[src/rtl/ncore_normalizer.sv]
// ncore_normalizer: collects one signed psum vector from each of NCORE cores and sums the
// absolute values of every element. From the bit length of that sum it picks a right-shift
// that makes every element fit in W_OUT bits. It then emits the vectors one core at a time,
// each element shifted right by that amount.
//
// Ports:
//   clk, reset      - rising-edge clock, asynchronous active-high reset
//   s_valid/s_ready - per-core capture handshake (s_ready only in COLLECT)
//   psum_in         - NCORE packed vectors of COL signed BW_PSUM-bit elements
//   m_valid/m_ready - output handshake for the normalized vector
//   m_core          - index of the core whose vector is on psum_norm
//   psum_norm       - COL signed W_OUT-bit normalized elements
//   busy            - high whenever the FSM is not in COLLECT
//
// Optional feature: define NORM_ROUND_EN to round to nearest (with saturation) instead of
// truncating the arithmetic shift.
module ncore_normalizer #(
  parameter int unsigned NCORE   = 2,
  parameter int unsigned COL     = 8,
  parameter int unsigned BW_PSUM = 11,
  parameter int unsigned W_OUT   = BW_PSUM,
  localparam int unsigned CW     = (NCORE > 1) ? $clog2(NCORE) : 1
) (
  input  logic                       clk,
  input  logic                       reset,
  input  logic [NCORE-1:0]           s_valid,
  output logic [NCORE-1:0]           s_ready,
  input  logic [NCORE*COL*BW_PSUM-1:0] psum_in,
  output logic                       m_valid,
  input  logic                       m_ready,
  output logic [CW-1:0]              m_core,
  output logic [COL*W_OUT-1:0]       psum_norm,
  output logic                       busy
);

  localparam int unsigned VW = COL * BW_PSUM;
  localparam int unsigned AW = BW_PSUM + $clog2(NCORE * COL);
  localparam int unsigned SW = $clog2(AW + 1);
  // Headroom so that element + rounding constant cannot wrap for any legal shift.
  localparam int unsigned RW = AW + 3;

  typedef enum logic [1:0] {StCollect, StSum, StShift, StEmit} state_e;

  state_e                   state_q, state_d;
  logic [NCORE-1:0]         cap_q, cap_d;
  logic [NCORE-1:0][VW-1:0] data_q, data_d;
  logic [AW-1:0]            acc_q, acc_d;
  logic [CW-1:0]            cnt_q, cnt_d;
  logic [CW-1:0]            core_q, core_d;
  logic [SW-1:0]            shift_q, shift_d;

  logic [AW-1:0]            abs_sum;
  logic [SW-1:0]            shift_calc;

  // Sum of |element| for the core selected by the SUM counter. The magnitude is kept
  // unsigned so |-2^(BW_PSUM-1)| is represented exactly.
  always_comb begin
    logic [BW_PSUM-1:0] elem;
    logic [BW_PSUM-1:0] mag;
    abs_sum = '0;
    elem    = '0;
    mag     = '0;
    for (int j = 0; j < int'(COL); j++) begin
      elem    = data_q[cnt_q][j*BW_PSUM +: BW_PSUM];
      mag     = elem[BW_PSUM-1] ? (~elem + 1'b1) : elem;
      abs_sum = abs_sum + AW'(mag);
    end
  end

  // Shift = max(0, msb + 2 - W_OUT); the +2 leaves one bit for sign and one of margin.
  always_comb begin
    int msb;
    msb = 0;
    for (int i = 0; i < int'(AW); i++) begin
      if (acc_q[i]) msb = i;
    end
    shift_calc = (msb + 2 > int'(W_OUT)) ? SW'(msb + 2 - int'(W_OUT)) : '0;
  end

  always_comb begin
    state_d = state_q;
    cap_d   = cap_q;
    data_d  = data_q;
    acc_d   = acc_q;
    cnt_d   = cnt_q;
    core_d  = core_q;
    shift_d = shift_q;
    s_ready = '0;
    m_valid = 1'b0;
    unique case (state_q)
      StCollect: begin
        s_ready = ~cap_q;
        acc_d   = '0;
        cnt_d   = '0;
        for (int i = 0; i < int'(NCORE); i++) begin
          if (s_valid[i] && !cap_q[i]) begin
            data_d[i] = psum_in[i*VW +: VW];
            cap_d[i]  = 1'b1;
          end
        end
        if (&cap_d) state_d = StSum;
      end
      StSum: begin
        acc_d = acc_q + abs_sum;
        cnt_d = cnt_q + 1'b1;
        if (cnt_q == CW'(NCORE - 1)) begin
          cnt_d   = '0;
          state_d = StShift;
        end
      end
      StShift: begin
        shift_d = shift_calc;
        core_d  = '0;
        state_d = StEmit;
      end
      StEmit: begin
        m_valid = 1'b1;
        if (m_ready) begin
          if (core_q == CW'(NCORE - 1)) begin
            core_d  = '0;
            cap_d   = '0;
            state_d = StCollect;
          end else begin
            core_d = core_q + 1'b1;
          end
        end
      end
      default: state_d = StCollect;
    endcase
  end

  // Normalized output for the vector currently addressed by m_core.
  always_comb begin
    logic [BW_PSUM-1:0]   elem;
    logic signed [RW-1:0] ext;
    logic signed [RW-1:0] shr;
`ifdef NORM_ROUND_EN
    localparam logic signed [RW-1:0] MaxOut = RW'((1 << (W_OUT - 1)) - 1);
    logic signed [RW-1:0] rnd;
    logic signed [RW-1:0] tmp;
    rnd = (shift_q != '0) ? $signed(RW'(1) << (shift_q - 1'b1)) : '0;
    tmp = '0;
`endif
    psum_norm = '0;
    elem      = '0;
    ext       = '0;
    shr       = '0;
    for (int j = 0; j < int'(COL); j++) begin
      elem = data_q[core_q][j*BW_PSUM +: BW_PSUM];
      ext  = {{(RW - BW_PSUM){elem[BW_PSUM-1]}}, elem};
`ifdef NORM_ROUND_EN
      tmp = ext + rnd;
      shr = tmp >>> shift_q;
      if (shr > MaxOut) shr = MaxOut;
`else
      shr = ext >>> shift_q;
`endif
      psum_norm[j*W_OUT +: W_OUT] = shr[W_OUT-1:0];
    end
  end

  assign busy   = (state_q != StCollect);
  assign m_core = core_q;

  always_ff @(posedge clk or posedge reset) begin
    if (reset) begin
      state_q <= StCollect;
      cap_q   <= '0;
      data_q  <= '0;
      acc_q   <= '0;
      cnt_q   <= '0;
      core_q  <= '0;
      shift_q <= '0;
    end else begin
      state_q <= state_d;
      cap_q   <= cap_d;
      data_q  <= data_d;
      acc_q   <= acc_d;
      cnt_q   <= cnt_d;
      core_q  <= core_d;
      shift_q <= shift_d;
    end
  end

endmodule

[config.mk]
export PLATFORM = sky130hd
export DESIGN_NAME = ncore_normalizer
export DESIGN_NICKNAME = d
export VERILOG_FILES = /design/src/rtl/ncore_normalizer.sv
export SDC_FILE = /design/constraint.sdc
export NUM_CORES = 1
export LEC_CHECK = 0
export CORE_UTILIZATION = 50
export CTS_BUF_LIST = sky130_fd_sc_hd__clkbuf_16
export DETAILED_ROUTE_END_ITERATION = 8
export PLACE_DENSITY = 0.9
export SYNTH_ARGS = -nofsm -noshare
export SYNTH_HDL_FRONTEND = slang
export SYNTH_SLANG_ARGS = --single-unit
export TNS_END_PERCENT = 10
[constraint.sdc]
create_clock -name clk -period 5.8 [get_ports clk]
set_input_delay 0.87 -clock clk [delete_from_list [all_inputs] [get_ports clk]]
set_output_delay 0.87 -clock clk [all_outputs]
set_load 0.01 [all_outputs]
Word-level counts from Yosys, hierarchy flattened
Cells that the tools add are included.

Register bits after elaboration: 201. Input port bits: 181. Output and inout bits: 93. Logic and storage cells: 115.

Add/sub/neg operators: 20. Order comparisons: 3. Equal/unequal tests: 7. Shift-type cells: 8. Multiplexer cells: 45. Bitwise gates (word level): 9. Reductions and logical operators: 15.

Operators with widths (count): 2-to-1 mux 32 bit (13); 2-to-1 mux 88 bit (4); adder 11 x 1 -> 11 bit (second input constant) (8); 2-to-1 mux 11 bit (8); NOT 11 bit (8); >>> shifter 11 x 4 -> 11 bit (8); adder 15 x 11 -> 15 bit (3); adder 32 x 3 -> 32 bit (second input constant) (1); greater-than comparator 32 x 5 -> 1 bit (second input constant) (1); case mux 15 bit (2 select lines) (1); adder 14 x 11 -> 15 bit (1); adder 15 bit (1); adder 13 x 11 -> 14 bit (1); adder 12 x 11 -> 13 bit (1); adder 11 x 11 -> 12 bit (1); 2-to-1 mux 2 bit (5); 2-to-1 mux 1 bit (9); != test 2 bit (second input constant) (4); case mux 2 bit (4 select lines) (1); AND reduction 2 bit (4); nonzero test 2 bit (4); equality test 2 bit (second input constant) (2); < comparator 1 x 2 -> 1 bit (second input constant) (2); 2-to-1 mux 4 bit (1); 11 further kinds (15).

Depth between registers and ports, before layout
Depth in word-level cells: 17. Mapped depth: 24. Mapped depth without buffers: 19.

Worst setup path after synthesis
No wires, ideal clock.

Path kind: flip-flop to flip-flop. From: register cnt_q. To: register acc_q[14]. Library setup time: 0.087 ns. Arrival: 5.945 ns. Required time: 5.713 ns. Path slack: -0.232 ns. Cell stages (with the launch flop): 24. Path buffers: 5. Clock period less this slack: 6.032 ns. Path through: dfrtp_1 buf_6 buf_2 buf_6 buf_4 buf_4 mux2i_1 ha_1 o21ai_1 or2_1 or4b_1 fa_1 inv_1 fa_1 fa_1 inv_1 fa_1 inv_1 ha_1 nand2_1 o21ai_0 a2111oi_0 mux2_2 o211ai_1.

Longest elaborated chain between the ends: 14. Elaborated cells on any way between the ends: 35. Classes of those cells: 16 x add/sub; 11 x mux; 8 x bitwise.

Ends and longest elaborated chain: from (decl) (RTL line 48) `logic [CW-1:0] cnt_q, cnt_d;`; from (signal assigned) (RTL line 179) `cnt_q <= cnt_d;`; 2-to-1 mux 88 bit (not written as such) * (2 in a row) (RTL line 64) `elem = data_q[cnt_q][j*BW_PSUM +: BW_PSUM];`; NOT 11 bit (RTL line 65) `mag = elem[BW_PSUM-1] ? (~elem + 1'b1) : elem;`; adder 11 x 1 -> 11 bit (RTL line 65); 2-to-1 mux 11 bit (RTL line 65); adder 11 x 11 -> 12 bit (RTL line 66) `abs_sum = abs_sum + AW'(mag);`; adder 12 x 11 -> 13 bit (RTL line 66); adder 13 x 11 -> 14 bit (RTL line 66); adder 14 x 11 -> 15 bit (RTL line 66); adder 15 x 11 -> 15 bit (2 in a row) (RTL line 66); adder 15 x 11 -> 15 bit * (RTL line 66); adder 15 bit * (RTL line 104) `acc_d = acc_q + abs_sum;`; case mux 15 bit (2 select lines) * (RTL line 90) `unique case (state_q)`; to (signal assigned) (RTL line 170) `acc_q <= '0;`; to (signal assigned) (RTL line 178) `acc_q <= acc_d;`; to (decl) (RTL line 47) `logic [AW-1:0] acc_q, acc_d;`.

Every way passes the cells marked *; elsewhere a longest branch is shown, timed or not. The select of a mux whose other input is x is not followed. A chain may end at the register's enable or synchronous reset.

Final worst setup path
From: register cnt_q. To: register acc_q[11].

The elaborated chain is that of the path after synthesis.

==> results.sh <==
export IMPL_rr_endpoint="acc_q[11]$_DFFE_PP0P_"
export IMPL_cp_required_ns=6.23
export IMPL_final_common_cell="clkdlybuf4s50_1"
export IMPL_criticalPathCategory="reg -> reg"
export IMPL_worstHoldPathType="reg -> reg"
export IMPL_track_usage=0.318
export IMPL_antenna_diode_count=0
export IMPL_synth_top_area_share=0.292
export IMPL_io_pins=274
export IMPL_multi_input_area_mm2=0.0118
export IMPL_dp_cells=2427
export IMPL_insertion_delay_ns=0.54
export IMPL_grt_first_pass_wirelength_mm=87.5
export IMPL_htree_num_levels=1
export IMPL_synth_edf_count=0
export IMPL_synth_cell_types=64
export IMPL_rows=67
export IMPL_tritoncts="yes"
export IMPL_drc=0
export IMPL_yosysTopAreaCell="dfrtp_1"
export IMPL_rrSetupSlack_ns=0.14
export IMPL_fillers=2516
export IMPL_globalplace_congestion=1.01
export IMPL_hpwl_mm=42.6
export IMPL_synthArstFlopShare=1.00
export IMPL_start_util=0.511
export IMPL_holdCritStartpoint="data_q[11]$_DFFE_PP0P_"
export IMPL_arrival_ns=6.09
export IMPL_critPathLaunchType="flop"
export IMPL_wire_per_inst_um=23.4
export IMPL_grt_max_degree=116
export IMPL_regArea_mm2=0.00504
export IMPL_num_vias=15500
export IMPL_reg2regPathDepth=19
export IMPL_holdWs_ns=0.554
export IMPL_final_cell_count_no_fill=2487
export IMPL_synth_seq_area_share=0.292
export IMPL_drive_gt1_frac=0.271
export IMPL_grt_antenna_before_repair=0
export IMPL_fmax_ghz=0.177
export IMPL_cap_violations=0
export IMPL_grt_setup_unrepaired="yes"
export IMPL_status="complete, no violations"
export IMPL_final_setup_skew_ns=0.0162
export IMPL_clkTransAtPathRegs_ns=0.07
export IMPL_synth_area_top_cells="dfrtp_1 29%, mux2_2 15%, mux2i_1 9.3%, fa_1 8.8%, mux4_2 4.2%"
export IMPL_numClockSinks=201
export IMPL_crit_fanout=8
export IMPL_tightest_slew_ns=1.04
export IMPL_port_buffers=273
export IMPL_hold_viol=0
export IMPL_die_h_um=188
export IMPL_drtPass1Iterations=6
export IMPL_syn_inst=1688
export IMPL_avgSynthCellArea_um2=10.2
export IMPL_reg2reg_from="cnt_q$_DFFE_PP0P_"
export IMPL_slew_violations=0
export IMPL_finalNetCount=2312
export IMPL_synth_area_mm2=0.0172
export IMPL_setup_viol_count_final=0
export IMPL_whs_endpoint="data_q[11]$_DFFE_PP0P_"
export IMPL_cts_buffer_depth=3
export IMPL_period_needed_ns=5.66
export IMPL_syn_num_nets=1979
export IMPL_core_mm2=0.0337
export IMPL_viasPerCell=6.21
export IMPL_dr_first_iter_drc_count=1781
export IMPL_cts_hold_buf=0
export IMPL_overflow=0
export IMPL_ys_ff_latch=201
export IMPL_layout_common_cells="273 x clkdlybuf4s50_1, 232 x mux2_2, 197 x dfrtp_1"
export IMPL_die_area_mm2=0.0352
export IMPL_grt_pass1_vias=15500
export IMPL_cts_root_buffer="clkbuf_16"
export IMPL_final_antenna_net_count=0
export IMPL_area_delta_synth_final_pct=31.3
export IMPL_endpoint_kind="flop"
export IMPL_wirelength_mm=58.2
export IMPL_slew_headroom=0.308
export IMPL_cts_made_buffers=24
export IMPL_ys_flop_type="dfrtp_1"
export IMPL_whs_path_depth=1
export IMPL_yosysWarnings=0
export IMPL_die_x_um=188
export IMPL_fin_crit_sh=0.976
[registers in the layout (all words and copies together) (netlist names)]
signal / count
data_q: 176
acc_q: 15
shift_q: 4
cap_q: 2
state_q: 2
cnt_q: 1
m_core: 1
[kinds of logic after synthesis]
family,synth area share
flops,0.292
fa+ha+maj,0.113
simple gates,0.0889
xor+xnor,0.0382
compound gates,0.108
mux,0.304
buf+inv,0.0557
[Yosys cell counts, drive strengths merged (5+ instances only)]
| master | n |
|---|---|
| mux2 | 253 |
| dfrtp | 201 |
| mux2i | 162 |
| nor2 | 132 |
| inv | 116 |
| nand2 | 99 |
| o21ai | 97 |
| a21oi | 91 |
| fa | 76 |
| buf | 56 |
| nor3 | 42 |
| clkbuf | 40 |
| xor2 | 40 |
| xnor2 | 35 |
| ha | 34 |
| mux4 | 32 |
| o211ai | 21 |
| nor3b | 18 |
| o221ai | 18 |
| o22ai | 16 |
| a211oi | 14 |
| o21bai | 12 |
| nor2b | 9 |
| nand2b | 8 |
| o31ai | 8 |
| a21o | 7 |
| nand3 | 6 |
| a31oi | 5 |
[metal layers]
layer / track usage / part of all wire
met1: 0.417 / 0.39
met2: 0.522 / 0.47
met5: 0 / 0
met3: 0.0513 / 0.087
met4: 0.133 / 0.049
[worst max-delay path, stage by stage, from the launching register on]
cell and delay [ns]:
dfrtp_4 0.52, buf_12 0.18, clkbuf_16 0.17, buf_4 0.14
mux2i_1 0.27, o211ai_1 0.22, or4b_1 0.56, fa_1 0.56
inv_1 0.08, fa_1 0.49, fa_1 0.49, inv_1 0.05
fa_1 0.53, inv_1 0.06, ha_4 0.27, buf_4 0.12
a21boi_0 0.36, a211oi_1 0.12, xnor2_1 0.17, a21o_1 0.19
[how the worst max path moves through the flow]
| stage | start | to | slack (ns) |
|---|---|---|---|
| after floorplan | cnt_q$_DFFE_PP0P_ | acc_q[14]$_DFFE_PP0P_ | -0.23 |
| after global placement | cnt_q$_DFFE_PP0P_ | acc_q[14]$_DFFE_PP0P_ | -0.11 |
| after detailed placement | cnt_q$_DFFE_PP0P_ | acc_q[14]$_DFFE_PP0P_ | -0.29 |
| after CTS | cnt_q$_DFFE_PP0P_ | acc_q[13]$_DFFE_PP0P_ | 0.007 |
| after global routing | cnt_q$_DFFE_PP0P_ | acc_q[11]$_DFFE_PP0P_ | -0.10 |
| final | cnt_q$_DFFE_PP0P_ | acc_q[11]$_DFFE_PP0P_ | 0.14 |
[area by class of cell]
class	count	area share
clock buffer	25	0.0277
clock inverter	19	0.00814
inverter	118	0.0198
multi-input combinational	1273	0.524
sequential	201	0.223
tap	448	0.0248
timing repair buffer	403	0.173
[metrics by stage]
stage                     utilization  TNS [ns]  setup slack [ns]  cell area [um^2]
after floorplan                     -    -0.273            -0.232             17200
after global placement          0.620    -0.145            -0.111             20900
after detailed placement        0.620    -0.577            -0.294             20900
after CTS                       0.648         0           0.00690             21800
after global routing            0.671    -0.351            -0.103             22600
final                           0.671         0             0.140             22600
[what timing repair did]
action | CTS | global route
resized for setup | 10 | 131
pin swaps | 3 | 46
cloned | 1 | 2
endpoints found under the setup margin | 4 | 7
setup buffers | 4 | 10
Power is left out: the tool's default activity adds up to more than one toggle a clock period on the data nets, which glitch-free logic cannot reach.
